**config.mk**
```make
export PLATFORM = sky130hd
export DESIGN_NAME = instr_encoder_flat
export DESIGN_NICKNAME = d
export VERILOG_FILES = /design/src/rtl/instr_encoder_if.sv /design/src/rtl/instr_encoder.sv /design/src/flat_wrapper.sv
export SDC_FILE = /design/constraint.sdc
export NUM_CORES = 1
export LEC_CHECK = 0
export BUFFER_PORTS_ARGS = -buffer_cell sky130_fd_sc_hd__buf_2
export CAP_MARGIN = 20
export CORE_MARGIN = 4
export CORE_UTILIZATION = 42
export CTS_BUF_LIST = sky130_fd_sc_hd__clkbuf_16
export DETAILED_ROUTE_END_ITERATION = 6
export MAX_ROUTING_LAYER = met4
export PLACE_DENSITY = 0.74
export SKIP_CTS_REPAIR_TIMING = 1
export SYNTH_ARGS = -nofsm -noshare
export SYNTH_HDL_FRONTEND = slang
export SYNTH_SLANG_ARGS = --single-unit
```
**constraint.sdc**
```tcl
create_clock -name clk -period 1.6 [get_ports clk]
set_clock_uncertainty 0.1 [all_clocks]
set_input_delay 0.08 -clock clk [delete_from_list [all_inputs] [get_ports clk]]
set_output_delay 0.08 -clock clk [all_outputs]
set_load 0.01 [all_outputs]
```
**src/rtl/instr_encoder_if.sv**
```systemverilog
// Command channel into the instruction encoder: symbolic instruction fields
// plus a valid/ready handshake. The producer drives the master side.
interface instr_encoder_if;
  logic        in_valid;
  logic        in_ready;
  logic [3:0]  in_kind;
  logic [4:0]  in_rs;
  logic [4:0]  in_rt;
  logic [4:0]  in_rd;
  logic [15:0] in_imm;
  logic [25:0] in_target;
  logic        in_last;

  modport master (
    output in_valid, in_kind, in_rs, in_rt, in_rd, in_imm, in_target, in_last,
    input  in_ready
  );

  modport slave (
    input  in_valid, in_kind, in_rs, in_rt, in_rd, in_imm, in_target, in_last,
    output in_ready
  );
endinterface

```
**src/rtl/instr_encoder.sv**
```systemverilog
// Encodes symbolic MIPS commands into 32-bit instruction words and writes them
// to consecutive instruction-memory addresses from 0; acts as the program preloader.
module instr_encoder #(
  parameter int AW = 6
) (
  input  logic              clk,
  input  logic              reset,
  input  logic              start,
  instr_encoder_if.slave    cmd,
  output logic              imem_we,
  output logic [AW-1:0]     imem_addr,
  output logic [31:0]       imem_wd,
  output logic              busy,
  output logic              done,
  output logic              err,
  output logic [AW:0]       count
);

  localparam logic [3:0] K_ADD  = 4'd0;
  localparam logic [3:0] K_SUB  = 4'd1;
  localparam logic [3:0] K_AND  = 4'd2;
  localparam logic [3:0] K_OR   = 4'd3;
  localparam logic [3:0] K_SLT  = 4'd4;
  localparam logic [3:0] K_LW   = 4'd5;
  localparam logic [3:0] K_SW   = 4'd6;
  localparam logic [3:0] K_BEQ  = 4'd7;
  localparam logic [3:0] K_BNE  = 4'd8;
  localparam logic [3:0] K_ADDI = 4'd9;
  localparam logic [3:0] K_J    = 4'd10;

  localparam logic [5:0] OP_RTYPE = 6'b000000;
  localparam logic [5:0] OP_LW    = 6'b100011;
  localparam logic [5:0] OP_SW    = 6'b101011;
  localparam logic [5:0] OP_BEQ   = 6'b000100;
  localparam logic [5:0] OP_BNE   = 6'b000101;
  localparam logic [5:0] OP_ADDI  = 6'b001000;
  localparam logic [5:0] OP_J     = 6'b000010;

  localparam logic [5:0] FN_ADD = 6'b100000;
  localparam logic [5:0] FN_SUB = 6'b100010;
  localparam logic [5:0] FN_AND = 6'b100100;
  localparam logic [5:0] FN_OR  = 6'b100101;
  localparam logic [5:0] FN_SLT = 6'b101010;

  typedef enum logic [1:0] {
    S_IDLE,
    S_LOAD,
    S_WRITE,
    S_DONE
  } state_t;

  state_t state, state_nxt;
  logic   last_p1;
  logic   accept;
  logic   kind_ok;
  logic   restart;

  function automatic logic is_legal(input logic [3:0] kind);
    return (kind <= K_J);
  endfunction

  function automatic logic [31:0] encode(
    input logic [3:0]  kind,
    input logic [4:0]  rs,
    input logic [4:0]  rt,
    input logic [4:0]  rd,
    input logic [15:0] imm,
    input logic [25:0] target
  );
    logic [31:0] w;
    w = '0;
    case (kind)
      K_ADD:   w = {OP_RTYPE, rs, rt, rd, 5'b0, FN_ADD};
      K_SUB:   w = {OP_RTYPE, rs, rt, rd, 5'b0, FN_SUB};
      K_AND:   w = {OP_RTYPE, rs, rt, rd, 5'b0, FN_AND};
      K_OR:    w = {OP_RTYPE, rs, rt, rd, 5'b0, FN_OR};
      K_SLT:   w = {OP_RTYPE, rs, rt, rd, 5'b0, FN_SLT};
      K_LW:    w = {OP_LW,   rs, rt, imm};
      K_SW:    w = {OP_SW,   rs, rt, imm};
      K_BEQ:   w = {OP_BEQ,  rs, rt, imm};
      K_BNE:   w = {OP_BNE,  rs, rt, imm};
      K_ADDI:  w = {OP_ADDI, rs, rt, imm};
      K_J:     w = {OP_J, target};
      default: w = '0;
    endcase
    return w;
  endfunction

  assign kind_ok = is_legal(cmd.in_kind);
  assign accept  = (state == S_LOAD) && cmd.in_valid;
  assign restart = ((state == S_IDLE) || (state == S_DONE)) && start;

  always_ff @(posedge clk or negedge reset) begin
    if (!reset) state <= S_IDLE;
    else        state <= state_nxt;
  end

  always_comb begin
    state_nxt    = state;
    cmd.in_ready = 1'b0;
    imem_we      = 1'b0;
    busy         = 1'b0;
    done         = 1'b0;
    case (state)
      S_IDLE: begin
        if (start) state_nxt = S_LOAD;
      end
      S_LOAD: begin
        cmd.in_ready = 1'b1;
        busy         = 1'b1;
        if (cmd.in_valid) state_nxt = kind_ok ? S_WRITE : S_DONE;
      end
      S_WRITE: begin
        imem_we = 1'b1;
        busy    = 1'b1;
        // Overflow ends the session once the top address has been written.
        if (last_p1 || (&imem_addr)) state_nxt = S_DONE;
        else                         state_nxt = S_LOAD;
      end
      S_DONE: begin
        done = 1'b1;
        if (start) state_nxt = S_LOAD;
      end
      default: state_nxt = S_IDLE;
    endcase
  end

  // Stage p1: encoded word and last flag captured on acceptance, address/count advance after the write
  always_ff @(posedge clk or negedge reset) begin
    if (!reset) begin
      imem_addr <= '0;
      imem_wd   <= '0;
      count     <= '0;
      err       <= 1'b0;
      last_p1   <= 1'b0;
    end else begin
      if (restart) begin
        imem_addr <= '0;
        count     <= '0;
        err       <= 1'b0;
      end
      if (accept) begin
        if (kind_ok) begin
          imem_wd <= encode(cmd.in_kind, cmd.in_rs, cmd.in_rt, cmd.in_rd,
                            cmd.in_imm, cmd.in_target);
          last_p1 <= cmd.in_last;
        end else begin
          err <= 1'b1;
        end
      end
      if (state == S_WRITE) begin
        imem_addr <= imem_addr + 1'b1;
        count     <= count + 1'b1;
        if (!last_p1 && (&imem_addr)) err <= 1'b1;
      end
    end
  end

endmodule

```
**src/flat_wrapper.sv**
```systemverilog
// flat-port wrapper written by rule: the top's interface ports become plain ports
module instr_encoder_flat 
#(
  parameter int AW = 6
)
  (clk, reset, start, imem_we, imem_addr, imem_wd, busy, done, err, count, cmd_in_valid, cmd_in_kind, cmd_in_rs, cmd_in_rt, cmd_in_rd, cmd_in_imm, cmd_in_target, cmd_in_last, cmd_in_ready);
  instr_encoder_if cmd_i ();
  input  logic clk;
  input  logic reset;
  input  logic start;
  output logic imem_we;
  output logic [AW-1:0] imem_addr;
  output logic [31:0] imem_wd;
  output logic busy;
  output logic done;
  output logic err;
  output logic [AW:0] count;
  input wire logic [$bits(cmd_i.in_valid)-1:0] cmd_in_valid;
  input wire logic [$bits(cmd_i.in_kind)-1:0] cmd_in_kind;
  input wire logic [$bits(cmd_i.in_rs)-1:0] cmd_in_rs;
  input wire logic [$bits(cmd_i.in_rt)-1:0] cmd_in_rt;
  input wire logic [$bits(cmd_i.in_rd)-1:0] cmd_in_rd;
  input wire logic [$bits(cmd_i.in_imm)-1:0] cmd_in_imm;
  input wire logic [$bits(cmd_i.in_target)-1:0] cmd_in_target;
  input wire logic [$bits(cmd_i.in_last)-1:0] cmd_in_last;
  output wire logic [$bits(cmd_i.in_ready)-1:0] cmd_in_ready;
  assign cmd_i.in_valid = cmd_in_valid;
  assign cmd_i.in_kind = cmd_in_kind;
  assign cmd_i.in_rs = cmd_in_rs;
  assign cmd_i.in_rt = cmd_in_rt;
  assign cmd_i.in_rd = cmd_in_rd;
  assign cmd_i.in_imm = cmd_in_imm;
  assign cmd_i.in_target = cmd_in_target;
  assign cmd_i.in_last = cmd_in_last;
  assign cmd_in_ready = cmd_i.in_ready;
  instr_encoder #(.AW(AW)) u_core (.clk(clk), .reset(reset), .start(start), .cmd(cmd_i), .imem_we(imem_we), .imem_addr(imem_addr), .imem_wd(imem_wd), .busy(busy), .done(done), .err(err), .count(count));
endmodule
```
==> key figures <==
Status
  – Status: finished with violations
  – Failing checks: negative hold slack

GRT
  – First-pass GRT wire length: 10.9 mm
  – Antenna violations before repair: 0
  – Most Used Layer, Global Route: met2
  – Total gr overflow: 0
  – Routing usage on met3: 4.37%
  – Pin count of the biggest net entering global routing: 49
  – Met1 Use GR: 23.4%
  – Met2 usage: 31.1%
  – Vias in the first global route: 2,390
  – Tot GR Track Use: 19.0%

Yosys
  – Commonest cells in the netlist: dfrtp_1, nor2_1, a21oi_1, a22oi_1, nand2_1
  – Synth top area share: 47.9%
  – Synth top area cells: dfrtp_1, a22oi_1, a21oi_1, nor2_1, o21ai_0
  – Synthesized net count: 335
  – Post-Syn Area: 2510 sq um
  – Post-Synthesis Cells: 264
  – Post-synthesis async set-or-reset flop share: 100%
  – Post-synth cell types: 43
  – Top-count cell post-synth: dfrtp_1
  – Mapped Avg Cell Area: 9.49 sq um
  – Top_reg_cell synth: dfrtp_1
  – Sequential fraction of the synthesis area: 47.9%
  – Ys Warns: 0
  – Number of synthesized register bits: 48
  – Post-synth EDFFs: 0
  – Leading area contributor after synthesis: dfrtp_1

Placed design
  – Placed insts: 448
  – Placer Congestion: 0.817
  – Port Buf Inserts: 114
  – Dpl hpwl: 5.06 mm

Route
  – Vias/cell: 5.37
  – Routed Antenna Nets: 0
  – Via Count: 2,498
  – Initial DRC count: 147
  – Pre-antenna DRT Iters: 4
  – Routed WL: 7.09 mm
  – DRC viols: 0
  – Wire per inst: 15.3 um

Die
  – Die Y: 85.2 um
  – Io pins: 116
  – Die area: 7270 sq um
  – Core area: 5640 sq um
  – Die span in x: 85.2 um
  – # rows: 27
  – Starting Density: 44.4%

Layout
  – Fin nets: 463
  – Layout cells sized above 1: 40.2%
  – Fillers: 497
  – ANT cells: 0
  – Finished Layout Cells: 465
  – Synthesis-to-finish area growth: 41.3%

Timing
  – Worst Hold Slack: -0.00923 ns
  – Setup violations, final: 0
  – Crit path time final: 1.54 ns
  – Endpoints failing hold: 6
  – Pins Over Slew Limit: 0
  – Final worst path period share: 96.1%
  – Final TNS setup: 0 ns
  – Fmax: 0.650 GHz

Worst setup path
  – Slowest CP cell: dfrtp_1
  – CP Max Fanout: 4
  – Largest delay contributor family on the critical path: flip-flops
  – Critical Path Source Type: flip-flop
  – Kind of critical path: reg2reg
  – Worst Path Required: 1.67 ns
  – Crit end category: flip-flop
  – Slowest stage delay, CP: 0.42 ns
  – Worst path cell trace: inv_1 > ha_2 > buf_4 > a2bb2oi_2 > mux2_2
  – Crit path buffers/inverters: 2
  – CP arrival: 1.61 ns

CTS
  – Max Buffers Root-to-Sink: 2
  – H-tree depth: 2
  – CTS tree: yes
  – Clk_lat worst skew: 0.28 ns
  – CTS Buf Count: 5
  – Reg clk slew, reported paths: 0.07 ns
  – Total clock sinks: 48
  – Clock root buffer: clkbuf_16

Power
  – Lkg Pwr: 1.71 nW
  – Pwr dens: 1580 nW/um^2
  – Max rail drop VDD: 0.000700 V

Run
  – Max-capacitance violation count: 0

Hold path
  – HP Class: in2reg
## tightest hold or removal path, stage by stage
cell	delay [ns]
buf_2	0.07
a22oi_1	0.05
a21oi_1	0.13
## cells by family after synthesis
group	after synthesis	share of synthesized area [%]
compound gates	103	27.4
xor+xnor	2	0.699
fa+ha+maj	5	2.50
buf+inv	30	6.24
flops	48	47.9
mux	7	2.85
other cells	1	0.150
simple gates	68	12.2
## cells in the final DEF (no fill, tap or decap), types with 3 or more instances in the layout
master,netlist,layout
nand2_1,20,19
buf_2,7,114
dfrtp_1,48,48
dlygate4sd3_1,0,4
inv_1,11,10
o21a_1,7,7
buf_12,0,4
a21oi_1,23,23
buf_4,5,13
nand3_1,8,8
nor2_1,29,29
o21ai_2,3,3
o21ai_0,17,17
a22oi_1,23,23
o211ai_1,3,3
mux2i_1,6,6
o31ai_1,4,4
clkbuf_16,0,8
a31oi_1,7,7
nand4_1,3,3
o221ai_1,6,6
ha_1,5,3
## layout make-up
type	instances	area (sq um)	area share, %
clock buffers	5	125	3.53
clock inverters	3	22.5	0.636
inverters	12	45.0	1.27
multi-input cells	186	1180	33.4
flip-flops and latches	48	1200	33.9
well taps	72	90.1	2.54
repair buffers	139	875	24.7
## worst paths after layout
check                              startpoint             endpoint  slack, ns  cells after the start
max                           u_core.state[1]      u_core.state[1]       0.06                      5
min                              cmd_in_rt[3]   u_core.imem_wd[19]     -0.009                      3
max reg2reg                   u_core.state[1]      u_core.state[1]       0.06                      5
min reg2reg                u_core.imem_wd[13]   u_core.imem_wd[13]       0.39                      1
max in group asynchronous               reset    u_core.imem_wd[1]       0.96                      3
min in group asynchronous               reset  u_core.imem_addr[3]       0.21                      3
## report_power, final
part           internal [W]  total [W]  switching [W]
sequential          0.00171    0.00200       0.000292
combinational       0.00123    0.00254        0.00131
clock              0.000585    0.00105       0.000464
total               0.00352    0.00559        0.00207
## metal layers
metal	share of wire (%)	vias up
met2	50	78
met5	0	-
met1	43	1194
met4	1.1	0
met3	5.8	6
li1	-	1220
## state kept, by name, indices dropped and copies added (netlist names)
register          cells
u_core.count          7
u_core.err            1
u_core.imem_addr      6
u_core.imem_wd       31
u_core.last_p1        1
u_core.state          2
## stage by stage
step	worst slack, ns	total power, W	instance area [sq um]	util, %
after floorplan	-0.00112	0.00329	2510	-
after global routing	-0.0178	0.00602	3540	62.8
final	0.0620	0.00559	3540	62.8
after global placement	0.0456	0.00426	3230	57.3
after CTS	-0.0705	0.00542	3380	59.9
after detailed placement	-0.0386	0.00435	3230	57.3
(Power assumes the default switching activity.)
